File: config.mk
export PLATFORM = sky130hd
export DESIGN_NAME = branch_predictor
export DESIGN_NICKNAME = d
export VERILOG_FILES = /design/src/rtl/bp_pkg.sv /design/src/rtl/bp_sat_ctr.sv /design/src/rtl/branch_predictor.sv
export SDC_FILE = /design/constraint.sdc
export NUM_CORES = 2
export LEC_CHECK = 0
export BUFFER_PORTS_ARGS = -buffer_cell sky130_fd_sc_hd__buf_2
export CAP_MARGIN = 20
export CORE_MARGIN = 2
export CORE_UTILIZATION = 50
export CTS_CLUSTER_SIZE = 10
export DETAILED_ROUTE_END_ITERATION = 16
export PLACE_DENSITY = 0.65
export SYNTH_ARGS = -nofsm -noshare
export SYNTH_HDL_FRONTEND = slang
export SYNTH_HIERARCHICAL = 1
export SYNTH_SLANG_ARGS = --single-unit
File: constraint.sdc
create_clock -name i_clk -period 3.8 [get_ports i_clk]
set_input_delay 0.19 -clock i_clk [delete_from_list [all_inputs] [get_ports i_clk]]
set_output_delay 0.19 -clock i_clk [all_outputs]
set_load 0.1 [all_outputs]
File: src/rtl/bp_pkg.sv
// Shared types and constants for the branch_predictor slice.
// The default table layout lives here so that other code can model the predictor.
package bp_pkg;

  localparam int DEF_PC_WIDTH   = 30;
  localparam int DEF_INDEX_BITS = 4;
  localparam int DEF_CTR_WIDTH  = 2;

  localparam logic [31:0] STAT_SAT = 32'hFFFF_FFFF;

  // Weakly taken: MSB set, rest clear. Weakly not-taken: MSB clear, rest set.
  function automatic int weak_taken_val(input int w);
    return 1 << (w - 1);
  endfunction

  function automatic int weak_not_taken_val(input int w);
    return weak_taken_val(w) - 1;
  endfunction

  localparam logic [DEF_CTR_WIDTH-1:0] CTR_WEAK_T  = DEF_CTR_WIDTH'(weak_taken_val(DEF_CTR_WIDTH));
  localparam logic [DEF_CTR_WIDTH-1:0] CTR_WEAK_NT = DEF_CTR_WIDTH'(weak_not_taken_val(DEF_CTR_WIDTH));

  typedef struct packed {
    logic                                   valid;
    logic [DEF_PC_WIDTH-DEF_INDEX_BITS-1:0] tag;
    logic [DEF_PC_WIDTH-1:0]                target;
    logic [DEF_CTR_WIDTH-1:0]               ctr;
  } bp_entry_t;

endpackage

File: src/rtl/bp_sat_ctr.sv
// Next-state logic for a saturating up/down direction counter.
module bp_sat_ctr #(
  parameter int CTR_WIDTH = 2
) (
  input  logic [CTR_WIDTH-1:0] ctr,
  input  logic                 taken,
  output logic [CTR_WIDTH-1:0] ctr_next
);

  always_comb begin
    ctr_next = ctr;
    if (taken && (ctr != {CTR_WIDTH{1'b1}})) begin
      ctr_next = ctr + CTR_WIDTH'(1);
    end else if (!taken && (ctr != '0)) begin
      ctr_next = ctr - CTR_WIDTH'(1);
    end
  end

endmodule

File: src/rtl/branch_predictor.sv
// Direct-mapped BTB with per-entry direction counters; combinational lookup, EX-stage update.
// Define BP_STATS_EN to build the saturating lookup/mispredict statistics counters.
module branch_predictor
  import bp_pkg::*;
#(
  parameter int PC_WIDTH   = DEF_PC_WIDTH,
  parameter int INDEX_BITS = DEF_INDEX_BITS,
  parameter int CTR_WIDTH  = DEF_CTR_WIDTH
) (
  input  logic                i_clk,
  input  logic                i_nrst,
  input  logic [PC_WIDTH-1:0] i_lookup_pc,
  output logic                o_hit,
  output logic                o_pred_taken,
  output logic [PC_WIDTH-1:0] o_pred_target,
  input  logic                i_inv,
  input  logic                i_upd_valid,
  input  logic [PC_WIDTH-1:0] i_upd_pc,
  input  logic                i_upd_taken,
  input  logic [PC_WIDTH-1:0] i_upd_target,
  input  logic                i_upd_pred_taken,
  input  logic [PC_WIDTH-1:0] i_upd_pred_target,
  output logic                o_mispredict,
  output logic [PC_WIDTH-1:0] o_redirect_pc,
  output logic [31:0]         o_stat_lookups,
  output logic [31:0]         o_stat_mispredicts
);

  localparam int ENTRIES = 2 ** INDEX_BITS;
  localparam int TAG_W   = PC_WIDTH - INDEX_BITS;
  localparam logic [CTR_WIDTH-1:0] WEAK_T  = CTR_WIDTH'(weak_taken_val(CTR_WIDTH));
  localparam logic [CTR_WIDTH-1:0] WEAK_NT = CTR_WIDTH'(weak_not_taken_val(CTR_WIDTH));

  logic                valid_q  [ENTRIES];
  logic                valid_d  [ENTRIES];
  logic [TAG_W-1:0]    tag_q    [ENTRIES];
  logic [TAG_W-1:0]    tag_d    [ENTRIES];
  logic [PC_WIDTH-1:0] target_q [ENTRIES];
  logic [PC_WIDTH-1:0] target_d [ENTRIES];
  logic [CTR_WIDTH-1:0] ctr_q   [ENTRIES];
  logic [CTR_WIDTH-1:0] ctr_d   [ENTRIES];

  logic [INDEX_BITS-1:0] lk_idx;
  logic [INDEX_BITS-1:0] up_idx;
  logic [TAG_W-1:0]      lk_tag;
  logic [TAG_W-1:0]      up_tag;
  logic                  up_hit;
  logic [CTR_WIDTH-1:0]  ctr_next;

  assign lk_idx = i_lookup_pc[INDEX_BITS-1:0];
  assign lk_tag = i_lookup_pc[PC_WIDTH-1:INDEX_BITS];
  assign up_idx = i_upd_pc[INDEX_BITS-1:0];
  assign up_tag = i_upd_pc[PC_WIDTH-1:INDEX_BITS];
  assign up_hit = valid_q[up_idx] && (tag_q[up_idx] == up_tag);

  // Lookup reads registered state only, so a same-cycle update is not bypassed.
  assign o_hit         = valid_q[lk_idx] && (tag_q[lk_idx] == lk_tag);
  assign o_pred_taken  = o_hit && ctr_q[lk_idx][CTR_WIDTH-1];
  assign o_pred_target = o_pred_taken ? target_q[lk_idx] : i_lookup_pc + PC_WIDTH'(1);

  assign o_mispredict  = i_upd_valid &&
                         ((i_upd_taken != i_upd_pred_taken) ||
                          (i_upd_taken && (i_upd_target != i_upd_pred_target)));
  assign o_redirect_pc = i_upd_taken ? i_upd_target : i_upd_pc + PC_WIDTH'(1);

  bp_sat_ctr #(.CTR_WIDTH(CTR_WIDTH)) u_sat_ctr (
    .ctr      (ctr_q[up_idx]),
    .taken    (i_upd_taken),
    .ctr_next (ctr_next)
  );

  // Invalidate wins over a concurrent update; the update's mispredict is still reported.
  always_comb begin
    valid_d  = valid_q;
    tag_d    = tag_q;
    target_d = target_q;
    ctr_d    = ctr_q;
    if (i_inv) begin
      for (int i = 0; i < ENTRIES; i++) begin
        valid_d[i] = 1'b0;
      end
    end else if (i_upd_valid) begin
      if (up_hit) begin
        ctr_d[up_idx] = ctr_next;
        if (i_upd_taken) begin
          target_d[up_idx] = i_upd_target;
        end
      end else if (i_upd_taken) begin
        valid_d[up_idx]  = 1'b1;
        tag_d[up_idx]    = up_tag;
        target_d[up_idx] = i_upd_target;
        ctr_d[up_idx]    = WEAK_T;
      end
    end
  end

  always_ff @(posedge i_clk or negedge i_nrst) begin
    if (!i_nrst) begin
      for (int i = 0; i < ENTRIES; i++) begin
        valid_q[i]  <= 1'b0;
        tag_q[i]    <= '0;
        target_q[i] <= '0;
        ctr_q[i]    <= WEAK_NT;
      end
    end else begin
      valid_q  <= valid_d;
      tag_q    <= tag_d;
      target_q <= target_d;
      ctr_q    <= ctr_d;
    end
  end

`ifdef BP_STATS_EN
  logic [31:0] stat_lookups_q;
  logic [31:0] stat_lookups_d;
  logic [31:0] stat_misp_q;
  logic [31:0] stat_misp_d;

  always_comb begin
    stat_lookups_d = stat_lookups_q;
    stat_misp_d    = stat_misp_q;
    if (stat_lookups_q != STAT_SAT) begin
      stat_lookups_d = stat_lookups_q + 32'd1;
    end
    if (o_mispredict && (stat_misp_q != STAT_SAT)) begin
      stat_misp_d = stat_misp_q + 32'd1;
    end
  end

  always_ff @(posedge i_clk or negedge i_nrst) begin
    if (!i_nrst) begin
      stat_lookups_q <= '0;
      stat_misp_q    <= '0;
    end else begin
      stat_lookups_q <= stat_lookups_d;
      stat_misp_q    <= stat_misp_d;
    end
  end

  assign o_stat_lookups     = stat_lookups_q;
  assign o_stat_mispredicts = stat_misp_q;
`else
  assign o_stat_lookups     = '0;
  assign o_stat_mispredicts = '0;
`endif

endmodule

==> run summary <==
RR Startpoint -> tag_q[224]$_DFFE_PN0P_
Synth area leaders -> dfrtp_1 46%, mux2_2 17%, mux4_2 15%
Initial DRT Pass Iterations -> 6
I/O pin count -> 253
Final Hold Viols -> 0
reg2reg setup slack -> -0.04 ns
first-pass GRT wire length -> 238000 um
Final Max Tran Viols -> 0
area delta synth->final -> 17.0%
Die H -> 323 um
Critical Path Sink Type -> output pin
Setup crit start kind -> register
Post-synth EDFFs -> 0
Post-synth ARST share -> 100%
CP bufs+invs -> 4
# fillers -> 7878
final non-filler cell area -> 59600 um2
Die Area -> 104000 um2
Seq/Total Area, Yosys -> 46.4%
reg2reg end -> tag_q[207]$_DFFE_PN0P_
clock transition at the registers of the reported paths -> 0.06 ns
layout cells sized above 1 -> 52.1%
largest net degree at the start of global routing -> 125
CTS Sinks -> 944
synth unique cells -> 71
Power Dens Cells -> 462 nW/um2
failing checks -> negative setup slack
clk buf depth -> 3
slowest cell on the critical path -> mux4_2
CP Data Arrival Time -> 4.32 ns
dominant synthesized flop cell -> dfrtp_1
Root Buffer -> clkbuf_16
grt ovf -> 0
worst skew pair latency -> 0.72 ns
core area -> 101000 um2
DR iter-0 viols -> 3140
Fin Clk Skew -> 0.0632 ns
critical path, cell by cell -> mux4_2 > mux2i_2 > xnor2_1 > nor4_1 > a31oi_1 > a2111oi_1 > nand4_1 > nor4b_4 > buf_4 > clkbuf_16 > buf_12 > mux2_4 > buf_12
multi-input logic area -> 25700 um2
num rows -> 117
unrepaired setup endpoints after global routing -> yes
RD Place Congestion -> 0.941
Largest delay share family, worst path -> multiplexers
cts bufs inserted -> 108
top cell type by total area after synthesis -> dfrtp_1
VDD IR max -> 340 uV
Hold EP -> target_q[142]$_DFFE_PN0P_
Die Wd -> 323 um
TritonCTS clock tree -> built
yosys synthesis warning count -> 6
H-tree Lvls -> 3
Hold WC Path Type -> input port to register
worst-case headroom to the max-slew limit -> 24.6%
max cap viols -> 0
Routed wire per std cell -> 31.4 um
Worst Hold Depth -> 2
Residual DRC -> 0
syn avg cell area -> 14.6 um2
antenna-violating nets left -> 0
Post-Syn Instances -> 3483
DR vias/cell -> 6.33
CP Class -> register to output pin
CP max FO -> 6
status -> finished, violations left
GRT Total Usage -> 31.5%
Worst Path Required -> 3.61 ns
most frequent CP cell -> buf_12
Port Buffer Count -> 188
DP HPWL -> 105000 um
vias -> 33400
Worst Reg-to-Reg Cells -> 11
Leak -> 27.2 nW
routed wire length -> 165000 um
worst hold start -> i_upd_target[22]
mapped cell area -> 51000 um2
Layout Nets -> 3952
Synth top area share -> 45.6%
Tmin final -> 4.51 ns
Crit path largest cell delay -> 0.48 ns
initial antenna violation count -> 14
Setup violations, final -> 36
Post-Place Cell Area -> 55300 um2
Worst Tran Pin Value -> 1.13 ns
initial core utilization -> 50.2%
post-route setup slack -> -0.705 ns
Final period util -> 119%
WHS -> 0.0342 ns
number of global-route vias before repair -> 33800
FF/Latch Area -> 23600 um2
register bit count reported by yosys -> 944
Peak Freq -> 0.222 GHz
==> report_power, final <==
part | internal [mW] | switching [mW] | leakage, nW
clock network | 5.46 | 4.28 | 1.54
registers | 11.3 | 0.812 | 12.4
logic | 2.86 | 2.79 | 13.2
total | 19.7 | 7.88 | 27.2
==> how the worst max path moves through the flow <==
stage	startpoint	end	slack, ns	cells past startpoint
finish	tag_q[266]$_DFFE_PN0P_	o_pred_target[21]	-0.71	13
global route	tag_q[392]$_DFFE_PN0P_	o_pred_target[2]	-0.80	13
CTS	tag_q[114]$_DFFE_PN0P_	o_pred_target[5]	-0.66	12
detailed placement	i_lookup_pc[1]	o_pred_target[23]	-0.35	12
global placement	i_lookup_pc[1]	o_pred_target[17]	-0.32	12
floorplan	i_lookup_pc[0]	o_pred_target[0]	-0.46	11
==> synth_stat cells (5+ instances only) <==
cell         n
dfrtp_1    928
mux2_2     758
mux4_2     338
clkbuf_1   197
mux2_4     190
mux2i_1    138
nand2_1     95
xnor2_1     83
buf_4       78
o21ai_0     53
buf_2       51
xor2_1      49
nor2_1      46
buf_1       37
buf_6       37
a22oi_1     33
nand4_1     33
inv_1       32
nand3_1     29
a21oi_1     22
a22o_1      22
nor2b_1     19
a21o_1      16
dfstp_2     16
o2111ai_1   12
and3_1      10
nand2b_1    10
nor2_8      10
a32oi_1      9
and2_1       9
nor3_1       9
nor4_1       9
o211ai_1     9
a221oi_1     8
a211oi_1     7
ha_1         7
a31oi_1      6
and4_1       6
nor2_2       5
o22ai_1      5
o311ai_0     5
==> cells in the final DEF, fill, tap and decap left out, types with 22 or more instances in the layout <==
cell type,n
a21oi_1,22
a22o_1,22
a22oi_1,33
buf_12,93
buf_2,129
buf_4,278
buf_6,26
clkbuf_1,64
clkbuf_16,110
conb_1,64
dfrtp_1,928
dlygate4sd3_1,25
inv_1,32
mux2_2,747
mux2_4,203
mux2i_1,130
mux4_2,338
nand2_1,79
nand3_1,28
nand4_1,33
nor2_1,45
o21ai_0,32
xnor2_1,81
xor2_1,48
==> timing repair <==
action / CTS / global route
hold endpoints to repair: 343 / 0
pin swaps: 11 / 15
hold buffers: 25 / 0
cloned: 2 / 9
endpoints found under the setup margin: 46 / 74
setup buffers: 14 / 7
gates resized for setup: 124 / 15
==> cell type report <==
cell class / count / share of cell area, %
Clock buffer: 179 / 5.12
Antenna cell: 2 / 0.00840
Tap cell: 1368 / 2.87
Clock inverter: 11 / 0.304
Sequential cell: 944 / 39.7
Timing Repair Buffer: 556 / 8.78
Inverter: 34 / 0.214
Multi-Input combinational cell: 2175 / 43.0
==> routing by layer <==
metal	track usage, %	part of all wire, %
met1	43.9	42
met2	47.5	45
met3	7.02	8.5
met4	13.8	4.9
met5	0	0.028
==> registers in the layout (all words and copies together), names as in the netlist <==
| name | cells |
|---|---|
| ctr_q | 32 |
| tag_q | 416 |
| target_q | 480 |
| valid_q | 16 |
==> stage by stage <==
step                cells  worst slack, ns  total power, mW  TNS, ns  util (%)
finish               5269           -0.705             27.5   -20.52      58.8
CTS                  5254           -0.663             27.6   -19.64      58.6
global placement     5026           -0.324             17.6   -79.55      54.5
global route         5267           -0.796             28.5   -23.88      58.7
floorplan            3546           -0.457             15.9   -0.457         -
detailed placement   5026           -0.349             17.7   -64.40      54.5
==> cells by family after synthesis <==
family                     share of synthesized area (%)
AOI/OAI and AO/OA                                   3.31
xor gates and xnor gates                            2.27
adders and majority gates                          0.172
buffers and inverters                               4.54
DFF                                                 46.4
muxes                                               40.0
other                                            0.00736
and+or+nand+nor                                     3.27
(Power assumes the default switching activity.)
